File: config.mk
export PLATFORM = sky130hd
export DESIGN_NAME = icache_dm
export DESIGN_NICKNAME = d
export VERILOG_FILES = /design/src/rtl/icache_dm.sv
export SDC_FILE = /design/constraint.sdc
export NUM_CORES = 1
export LEC_CHECK = 0
export ABC_AREA = 0
export BUFFER_PORTS_ARGS = -buffer_cell sky130_fd_sc_hd__buf_4
export CAP_MARGIN = 30
export CORE_MARGIN = 2
export CORE_UTILIZATION = 65
export CTS_CLUSTER_DIAMETER = 200
export DETAILED_ROUTE_END_ITERATION = 8
export PLACE_DENSITY = 0.84
export SETUP_SLACK_MARGIN = 0.05
export SLEW_MARGIN = 15
export SYNTH_ARGS = -nofsm -noshare
export SYNTH_HDL_FRONTEND = slang
export SYNTH_SLANG_ARGS = --single-unit
File: constraint.sdc
create_clock -name CLK -period 8.9 [get_ports CLK]
set_input_delay 0.445 -clock CLK [delete_from_list [all_inputs] [get_ports CLK]]
set_output_delay 0.445 -clock CLK [all_outputs]
set_load 0.02 [all_outputs]
File: src/rtl/icache_dm.sv
// Direct-mapped, read-only instruction cache with one-word frames.
// Misses fetch a single word over the iREN/iwait handshake, and hit/miss counters saturate.
module icache_dm #(
    parameter int NUM_FRAMES = 16,
    parameter int CNT_W      = 32
) (
    input  logic             CLK,
    input  logic             nRST,
    input  logic             imemREN,
    input  logic [31:0]      imemaddr,
    output logic             ihit,
    output logic [31:0]      imemload,
    input  logic             flush,
    output logic             iREN,
    output logic [31:0]      iaddr,
    input  logic             iwait,
    input  logic [31:0]      iload,
    output logic [CNT_W-1:0] hit_count,
    output logic [CNT_W-1:0] miss_count
);

    localparam int IDX_W = $clog2(NUM_FRAMES);
    localparam int TAG_W = 30 - IDX_W;

    typedef enum logic {IDLE, FETCH} state_t;

    state_t                  state, next_state;
    logic [NUM_FRAMES-1:0]   valid;
    logic [TAG_W-1:0]        tags [NUM_FRAMES];
    logic [31:0]             data [NUM_FRAMES];
    logic [29:0]             miss_word;
    logic [IDX_W-1:0]        req_idx, fill_idx;
    logic [TAG_W-1:0]        req_tag;
    logic                    tag_match, start_miss, fill_done;
    logic                    unused_offset;

    assign req_idx       = imemaddr[IDX_W+1:2];
    assign req_tag       = imemaddr[31:IDX_W+2];
    assign fill_idx      = miss_word[IDX_W-1:0];
    assign tag_match     = valid[req_idx] && (tags[req_idx] == req_tag);
    assign unused_offset = ^imemaddr[1:0];

    // Hit is purely a lookup on the request; memory handshake signals come only from state and the latched miss address.
    always_comb begin
        next_state = state;
        ihit       = 1'b0;
        imemload   = '0;
        iREN       = 1'b0;
        iaddr      = '0;
        start_miss = 1'b0;
        fill_done  = 1'b0;
        case (state)
            IDLE: begin
                if (imemREN && !flush) begin
                    if (tag_match) begin
                        ihit     = 1'b1;
                        imemload = data[req_idx];
                    end else begin
                        start_miss = 1'b1;
                        next_state = FETCH;
                    end
                end
            end
            FETCH: begin
                iREN  = 1'b1;
                iaddr = {miss_word, 2'b00};
                if (!iwait) begin
                    fill_done  = 1'b1;
                    next_state = IDLE;
                end
            end
            default: next_state = IDLE;
        endcase
    end

    always_ff @(posedge CLK or negedge nRST) begin
        if (!nRST) begin
            state <= IDLE;
        end else begin
            state <= next_state;
        end
    end

    // Flush wins over the valid bit set by a completing fill.
    always_ff @(posedge CLK or negedge nRST) begin
        if (!nRST) begin
            valid <= '0;
        end else if (flush) begin
            valid <= '0;
        end else if (fill_done) begin
            valid[fill_idx] <= 1'b1;
        end
    end

    always_ff @(posedge CLK or negedge nRST) begin
        if (!nRST) begin
            miss_word <= '0;
        end else if (start_miss) begin
            miss_word <= imemaddr[31:2];
        end
    end

    always_ff @(posedge CLK) begin
        if (fill_done) begin
            tags[fill_idx] <= miss_word[29:IDX_W];
            data[fill_idx] <= iload;
        end
    end

    always_ff @(posedge CLK or negedge nRST) begin
        if (!nRST) begin
            hit_count  <= '0;
            miss_count <= '0;
        end else begin
            if (ihit && (hit_count != '1)) begin
                hit_count <= hit_count + CNT_W'(1);
            end
            if (start_miss && (miss_count != '1)) begin
                miss_count <= miss_count + CNT_W'(1);
            end
        end
    end

endmodule

==> flow_metrics.tcl, run 1 <==
set metrics [dict create \
    outcome "finished, final reports clean" \
    detail_route.wl_per_cell_um 32.0 \
    finalMaxSlewViolations 0 \
    pre_cts_slack_ps 3500 \
    vias_per_cell 6.79 \
    holdCritPathClass "input port to flop" \
    fin_crit_ps 5370 \
    syn_to_final_growth_pct 14.4 \
    crit_path_end_kind "primary output" \
    routabilityCongestion 0.834 \
    rsz0062_at_grt "false" \
    drtPass1Iterations 6 \
    avgSynthCellArea_um2 20.6 \
    yosysUniqueCellTypes 65 \
    io_buffers 194 \
    path_cells "buf_4 -> clkinv_2 -> buf_4 -> mux4_2 -> xor2_1 -> clkinv_1 -> nand2_1 -> nor4b_1 -> and3_1 -> buf_4 -> and3_1 -> buf_4" \
    setup_ws_ps 3530 \
    dp_hpwl_um 52800 \
    setup_viol 0 \
    max_cap_viol_count 0 \
    yosys_warnings 0 \
    cts_tree "yes" \
    critPathMaxStageDelay_ps 840 \
    core_area_um2 62900 \
    ctsRootBufferMaster "clkbuf_16" \
    synthArstFlopShare_pct 10.7 \
    synth_flop_cell "edfxtp_1" \
    die_h_um 256 \
    powerDensity_nw_per_um2 224 \
    cts_buffers 99 \
    p_sw_uw 2360 \
    track_usage_pct 31.5 \
    route.detailed.drc 0 \
    critPathRequiredTime_ps 8460 \
    max_clock_freq_ghz 0.186 \
    relSlewSlack_pct 28.8 \
    io_pins 199 \
    clk_pin_slew_ps 60 \
    ys_seq_area_share_pct 74.4 \
    cp_max_fo 54 \
    multiInputGateArea_um2 10100 \
    r2r_slack_ps 4930 \
    dpl_cell_area_um2 43800 \
    crit_top_cell "buf_4" \
    netlist_area_um2 41200 \
    hold_ws_ps 29.7 \
    design_area_um2 47100 \
    drtAntennaViolNets 0 \
    peakVddDrop_v 0.000207 \
    path_class "input port to primary output" \
    num_rows 92 \
    clock_latency_ps 660 \
    hold_viol 0 \
    worstMarginPinSlew_ps 1070 \
    die-width_um 256 \
    detail_route.iter0.violations 2817 \
    p_comb_share_pct 6.4 \
    dieArea_um2 65400 \
    slowest_stage "clkinv_2" \
    critical_path.top_delay_family "buffers and inverters" \
    vias 21600 \
    p_sw_share_pct 22.3 \
    clkSinkCount 1039 \
    cts-resized-gates 0 \
    synth_seq_cells 1039 \
    synth_top_area_cell "edfxtp_1" \
    p_leak_uw 0.0162 \
    hold_buffers 2 \
    seqPwrFrac_pct 54.1 \
    post_route_cells_drive_above_1_share_pct 30.2 \
    synth_enable_flop_cells 928 \
    tns_ps 0 \
    timing.critical_path.buf_inv 6 \
    cts_buffer_depth 3 \
    clkPwrFrac_pct 39.5 \
    p_int_uw 8190 \
    synth_cells 2000 \
    cp.arrival_ps 4920 \
    skew_ps 19.8 \
    cts_htree_levels 3 \
    wirelength_um 101000 \
    yosysTopAreaCellShare_pct 67.7 \
    regArea_um2 30600 \
    synth_area_leaders "edfxtp_1 (68%), mux4_2 (14%), dfrtp_1 (6.7%)" \
    grt-ovfl-total 0 \
    postCtsSetupRepairBufs 0 \
    grt_max_degree 136 \
    nets 2314 \
    start_kind "input port" \
    start_util_pct 65.5 \
    fillers 3322 \
    antenna_found_initial 4 \
    period_share_pct 60.3 \
    grt_pass1_vias 22500 \
    grt_pass1_wl_um 149000 \
]
layout make-up:
cell class / instances / area share, %
clock inverter: 60 / 1.10
sequential: 1039 / 65.0
timing repair buffer: 246 / 4.47
tap: 846 / 2.25
inverter: 8 / 0.0664
antenna: 1 / 0.00531
clock buffer: 125 / 5.77
multi-input combinational: 849 / 21.3
power groups by stage:
stage	clock network, µW	logic [µW]	registers [µW]
3_3_place_gp	0	632	5770
4_1_cts	4200	673	5700
3_5_place_dp	0	661	5800
2_1_floorplan	0	385	5750
6_report	4160	676	5700
5_1_grt	4360	712	5720
cells in the mapped netlist, drive strengths merged, types with 38 or more instances:
cell type / n
dfrtp: 111
and2: 38
mux2i: 63
clkbuf: 39
buf: 66
nand3: 48
edfxtp: 928
and3: 62
mux4: 253
xnor2: 71
nand2: 48
nor2: 66
registers in the layout, indices dropped and copies added (netlist names):
register	count
valid	16
miss_count	32
miss_word	30
tags	416
state	1
data	512
hit_count	32
final timing paths:
check                                                start                         end  depth (start not counted)
worst max register to register       tags[15][7]$_DFFE_PP_    miss_word[8]$_DFFE_PN0P_                         11
max in group asynchronous                             nRST  miss_count[31]$_DFFE_PN0P_                          3
worst min-delay path                          imemaddr[29]   miss_word[27]$_DFFE_PN0P_                          2
worst max-delay path                           imemaddr[5]                imemload[10]                         12
min in group asynchronous                             nRST   miss_word[12]$_DFFE_PN0P_                          2
worst min register to register  miss_count[27]$_DFFE_PN0P_  miss_count[27]$_DFFE_PN0P_                          1
placed cells by master (no fill, tap or decap), types with 5 or more instances in the layout:
| cell | n |
|---|---|
| inv_1 | 6 |
| clkbuf_1 | 15 |
| clkinv_2 | 27 |
| nor2_4 | 12 |
| and2_1 | 36 |
| and3_1 | 62 |
| nor2_1 | 54 |
| buf_4 | 227 |
| nor3_1 | 9 |
| nand2_2 | 10 |
| nand2_1 | 38 |
| clkinv_1 | 16 |
| clkbuf_16 | 102 |
| edfxtp_1 | 928 |
| clkinvlp_4 | 6 |
| nor4_1 | 11 |
| buf_16 | 7 |
| mux2_1 | 30 |
| mux2i_1 | 63 |
| a22o_1 | 6 |
| xor2_1 | 14 |
| nand3_1 | 48 |
| mux4_2 | 253 |
| a21oi_1 | 5 |
| and4_1 | 5 |
| nand4b_1 | 5 |
| xnor2_1 | 62 |
| a22oi_1 | 15 |
| buf_12 | 8 |
| nor2b_1 | 8 |
| nand4_1 | 26 |
| dfrtp_1 | 111 |
| bufinv_16 | 7 |
| xnor2_2 | 9 |
| nand2b_1 | 10 |
| clkbuf_8 | 8 |
worst reg2reg max path, cell delays in order, from the launching register on:
cell and delay (ps):
edfxtp_1 370, mux4_2 500, mux2i_1 140, or4_1 510, o22ai_1 340, nand4_1 140
nor3_1 270, nand3_1 200, buf_4 280, nand2_2 490, buf_16 240, mux2_1 360
logic make-up (layout without fill, tap and decap cells):
| logic type | after synthesis | in the layout | synth area share (%) |
|---|---|---|---|
| xor+xnor | 85 | 85 | 1.97 |
| simple gates | 353 | 353 | 4.68 |
| buf+inv | 113 | 439 | 1.47 |
| flops | 1039 | 1039 | 74.4 |
| compound gates | 57 | 57 | 1.11 |
| other cells | 1 | 3 | 0.00910 |
| fa+ha+maj | 2 | 2 | 0.0607 |
| mux | 350 | 350 | 16.3 |
metal layers:
layer  up-vias  GRT usage [%]  wire length, µm
met5         -              0               39
met4         6           13.4             4410
met3       281           5.78             9060
met2      1355           53.3            52800
met1     11300           40.7            35100
li1       8664              -                -
through the flow:
| step | power [µW] | std cells | util [%] |
|---|---|---|---|
| 6_report | 10500 | 3174 | 75.0 |
| 5_1_grt | 10800 | 3174 | 75.0 |
| 4_1_cts | 10600 | 3169 | 74.8 |
| 3_5_place_dp | 6460 | 2982 | 69.6 |
| 3_3_place_gp | 6400 | 2972 | 69.3 |
| 2_1_floorplan | 6140 | 2001 | - |
Power figures use the tool's default switching activity.
==> run 2, diff against run 1 <==
Settings changed: CORE_UTILIZATION 65 to 61, PLACE_DENSITY 0.84 to 0.79.
Clock period 8.9 ns to 5.6 ns, I/O delays scaled along.
==> flow_metrics.tcl, run 2 (same netlist as run 1, synthesis figures left out) <==
set metrics [dict create \
    postCtsSetupRepairBufs 0 \
    path_class "flop to primary output" \
    die_h_um 264 \
    top_regs "data: 512 flops, tags: 416 flops" \
    drtPass1Iterations 5 \
    start_kind "flop" \
    skew_ps 25.0 \
    max_cap_viol_count 0 \
    route.detailed.drc 0 \
    setup_viol 0 \
    cp.arrival_ps 4390 \
    holdCritPathClass "input port to async pin" \
    cts_buffers 100 \
    tns_ps 0 \
    largest_register "data" \
    syn_to_final_growth_pct 16.0 \
    clk_pin_slew_ps 60 \
    pre_cts_slack_ps 1140 \
    instances_no_fill 3261 \
    dieArea_um2 69600 \
    cts_htree_levels 3 \
    dp_hpwl_um 50700 \
    io_buffers 194 \
    hold_viol 0 \
    antenna_found_initial 3 \
    max_clock_freq_ghz 0.214 \
    nets 2377 \
    vias_per_cell 6.55 \
    grt_pass1_vias 22200 \
    grt-ovfl-total 0 \
    outcome "finished, final reports clean" \
    cp_max_fo 16 \
    critPathRequiredTime_ps 5320 \
    relSlewSlack_pct 34.0 \
    start_util_pct 61.4 \
    placedCellCount 3015 \
    drtAntennaViolNets 0 \
    vias 21400 \
    largest_reg_flops 512 \
    setup_ws_ps 932 \
    final_common_cell "edfxtp_1" \
    final_cell_mix "edfxtp_1 (928), mux4_2 (253), buf_4 (231), dfrtp_1 (111), clkbuf_16 (100)" \
    powerDensity_nw_per_um2 353 \
    total_power_uw 16900 \
    crit_path_end_kind "primary output" \
    cts-resized-gates 0 \
    routabilityCongestion 0.824 \
    ctsRootBufferMaster "clkbuf_16" \
    detail_route.wl_per_cell_um 29.7 \
    fillers 3865 \
    rsz0062_at_grt "false" \
    grt_max_degree 72 \
    clock_latency_ps 670 \
    cts_buffer_depth 3 \
    wirelength_um 97000 \
    clkSinkCount 1039 \
    grt_pass1_wl_um 144000 \
    core_area_um2 67000 \
    num_rows 95 \
    worstMarginPinSlew_ps 989 \
    peakVddDrop_v 0.000256 \
    fin_crit_ps 4670 \
    diodes 0 \
    p_leak_uw 0.0164 \
    finalMaxSlewViolations 0 \
    track_usage_pct 28.4 \
    io_pins 199 \
    cts_tree "yes" \
    post_route_cells_drive_above_1_share_pct 29.3 \
    period_share_pct 83.4 \
    detail_route.iter0.violations 2644 \
    die-width_um 264 \
]
==> run 2: cell types whose count changed in the layout (fill, tap and decap cells not counted), sizes merged <==
cell / previous run / this run
buf: 244 / 247
bufinv: 7 / 10
clkbuf: 125 / 131
clkinv: 48 / 36
clkinvlp: 6 / 4
diode: 1 / 0
dlygate4sd3: 2 / 61
inv: 7 / 11
==> run 2: what timing repair did <==
action	in CTS	in global routing
hold endpoints to repair	595	0
hold buffers	61	0
endpoints found under the setup margin	0	0
==> run 2: through the flow <==
step / hold slack [ps] / area (µm²) / util (%)
6_report: 200 / 47800 / 71.3
3_3_place_gp: 353 / 43800 / 65.3
5_1_grt: 218 / 47800 / 71.3
2_1_floorplan: -15.6 / 41200 / -
4_1_cts: 157 / 47800 / 71.3
3_5_place_dp: 361 / 43900 / 65.4
==> run 2: final cells by class <==
class                      count  area, µm²  area share [%]
clock buffer                 131       2700            5.65
multi-input combinational    849      10100            21.0
timing repair buffer         308       2680            5.60
sequential                  1039      30600            64.1
clock inverter                53        592            1.24
tap                          873       1090            2.29
inverter                       8       31.3          0.0654
==> run 2: final timing paths <==
path / startpoint / endpoint / slack [ps] / depth (start not counted)
worst max-delay path: tags[15][7]$_DFFE_PP_ / imemload[27] / 930 / 10
worst min-delay path: nRST / miss_word[22]$_DFFE_PN0P_ / 200 / 2
worst min register to register: hit_count[16]$_DFFE_PN0P_ / hit_count[16]$_DFFE_PN0P_ / 490 / 1
min in group CLK: imemREN / miss_count[8]$_DFFE_PN0P_ / 200 / 5
worst max register to register: tags[15][7]$_DFFE_PP_ / miss_count[10]$_DFFE_PN0P_ / 1830 / 10
max in group asynchronous: nRST / miss_count[19]$_DFFE_PN0P_ / 4310 / 4
==> run 2: report_power, final <==
part / internal (µW) / switching, µW
sequential: 8800 / 257
combinational: 469 / 620
clock: 3880 / 2870
==> run 2: layer usage <==
layer | GRT usage (%) | vias up | share of wire [%]
li1 | - | 8788 | -
met1 | 38.2 | 11100 | 36
met2 | 47.9 | 1208 | 51
met3 | 4.38 | 224 | 8.9
met4 | 10.5 | 4 | 3.4
met5 | 0 | - | 0.018
==> run 2: worst max-delay path, stage by stage (launching register included) <==
cell and delay [ps]:
edfxtp_1 360, mux4_2 490, mux2i_1 130, or4_1 510, o22ai_1 390, nand2_1 100
nor4b_1 370, and3_2 690, buf_4 320, and3_1 190, buf_4 140
==> run 3, diff against run 2 <==
Clock period 5.6 ns to 4.7 ns, I/O delays scaled along.
==> flow_metrics.tcl, run 3 (same netlist as run 1, synthesis figures left out) <==
set metrics [dict create \
    slowest_stage "or4_1" \
    cts_tree "yes" \
    path_class "flop to primary output" \
    io_buffers 194 \
    detail_route.iter0.violations 2587 \
    p_comb_share_pct 6.4 \
    hold_ws_ps 32.8 \
    final_cell_mix "edfxtp_1 (928), mux4_2 (253), buf_4 (230), dfrtp_1 (111), clkbuf_16 (102)" \
    die-width_um 264 \
    largest_register "data" \
    powerDensity_nw_per_um2 422 \
    fillers 3916 \
    clkPwrFrac_pct 40.1 \
    cp_max_fo 35 \
    tns_ps 0 \
    num_rows 95 \
    hold_viol 0 \
    dp_hpwl_um 51300 \
    p_leak_uw 0.0164 \
    finalMaxSlewViolations 0 \
    fin_crit_ps 4220 \
    holdCritPathClass "input port to async pin" \
    relSlewSlack_pct 33.8 \
    p_sw_share_pct 21.9 \
    wirelength_um 98300 \
    grt-ovfl-total 0 \
    route.detailed.drc 0 \
    p_int_uw 15800 \
    io_pins 199 \
    nets 2376 \
    grt_max_degree 65 \
    max_clock_freq_ghz 0.237 \
    die_h_um 264 \
    core_area_um2 67000 \
    setup_viol 0 \
    vias_per_cell 6.57 \
    outcome "finished, final reports clean" \
    track_usage_pct 28.7 \
    instances_no_fill 3263 \
    detail_route.wl_per_cell_um 30.1 \
    rsz0062_at_grt "false" \
    clkSinkCount 1039 \
    crit_path_end_kind "primary output" \
    p_sw_uw 4430 \
    routabilityCongestion 0.854 \
    largest_reg_flops 512 \
    final_core_util_pct 71.3 \
    start_util_pct 61.4 \
    vias 21500 \
    total_power_uw 20200 \
    start_kind "flop" \
    dieArea_um2 69600 \
    post_route_cells_drive_above_1_share_pct 29.0 \
    ctsRootBufferMaster "clkbuf_16" \
    clock_latency_ps 660 \
    top_regs "data: 512 flops, tags: 416 flops" \
    skew_ps 20.7 \
    final_common_cell "edfxtp_1" \
    clk_pin_slew_ps 70 \
    cts_htree_levels 3 \
    cts_buffers 99 \
    seqPwrFrac_pct 53.5 \
    period_share_pct 89.7 \
    grt_pass1_wl_um 145000 \
    max_cap_viol_count 0 \
    path_cells "mux4_2 -> mux2i_1 -> or4_1 -> o22ai_1 -> nand2_1 -> nor4b_1 -> and3_2 -> buf_12 -> and3_1 -> buf_4" \
    postCtsSetupRepairBufs 0 \
    peakVddDrop_v 0.000353 \
    placedCellCount 3016 \
    antenna_found_initial 4 \
    cts_buffer_depth 3 \
    worstMarginPinSlew_ps 991 \
    syn_to_final_growth_pct 16.1 \
    drtAntennaViolNets 0 \
    critPathMaxStageDelay_ps 510 \
    drtPass1Iterations 5 \
    grt_pass1_vias 22200 \
    critPathRequiredTime_ps 4470 \
    cp.arrival_ps 3980 \
]
run 3: cell count changes in the layout (fill, tap and decap cells not counted), sizes merged:
cell / change
clkbuf: -3
diode: +2
clkinvlp: -2
inv: -2
bufinv: +3
clkinv: +4
run 3: final timing paths:
path                            slack [ps]                 startpoint                   endpoint  depth (start not counted)
worst min register to register         500  hit_count[16]$_DFFE_PN0P_  hit_count[16]$_DFFE_PN0P_                          1
worst max-delay path                   480      tags[10][7]$_DFFE_PP_               imemload[20]                         10
worst max register to register        1160      tags[10][7]$_DFFE_PP_  miss_word[24]$_DFFE_PN0P_                         10
min in group CLK                       170                    imemREN  miss_count[8]$_DFFE_PN0P_                          5
max in group asynchronous             3650                       nRST  miss_count[0]$_DFFE_PN0P_                          3
worst min-delay path                    30                       nRST  miss_word[25]$_DFFE_PN0P_                          2
run 3: routing by layer:
layer,global-route usage [%],up-vias,part of all wire [%]
li1,-,8780,-
met1,38.2,11300,36
met2,48.7,1173,52
met3,5.19,229,8.2
met4,9.98,4,3.3
met5,0,-,0.027
run 3: final cells by class:
cell class | instances | area, µm² | share of cell area, %
Sequential cell | 1039 | 30600 | 64.1
Multi-Input combinational cell | 849 | 10100 | 21.1
Clock buffer | 128 | 2670 | 5.58
Timing Repair Buffer | 308 | 2670 | 5.58
Tap cell | 873 | 1090 | 2.28
Clock inverter | 56 | 621 | 1.30
Inverter | 8 | 31.3 | 0.0654
Antenna cell | 2 | 5.00 | 0.0105
run 3: stage by stage:
step | area (µm²) | worst slack (ps)
2_1_floorplan | 41200 | 745
3_3_place_gp | 43900 | 762
3_5_place_dp | 43900 | 731
4_1_cts | 47800 | 496
5_1_grt | 47800 | 337
6_report | 47800 | 483
run 3: what timing repair did:
action                                 CTS  global route
resized for setup                        0             0
hold buffers                            61             0
endpoints found under the hold margin  613             0
run 3: power by group through the flow:
| stage | combinational [µW] | sequential, µW | clock (µW) |
|---|---|---|---|
| floorplan | 732 | 10900 | 0 |
| global placement | 1220 | 10900 | 0 |
| detailed placement | 1250 | 11000 | 0 |
| CTS | 1300 | 10800 | 8170 |
| global route | 1370 | 10800 | 8550 |
| finish | 1300 | 10800 | 8090 |
run 3: critical path: cells and delay by family (launching register included):
kind	cells	cell delay, ps
muxes	2	620
buffers and inverters	2	390
AOI/OAI and AO/OA	1	340
DFF	1	370
and+or+nand+nor	5	1610
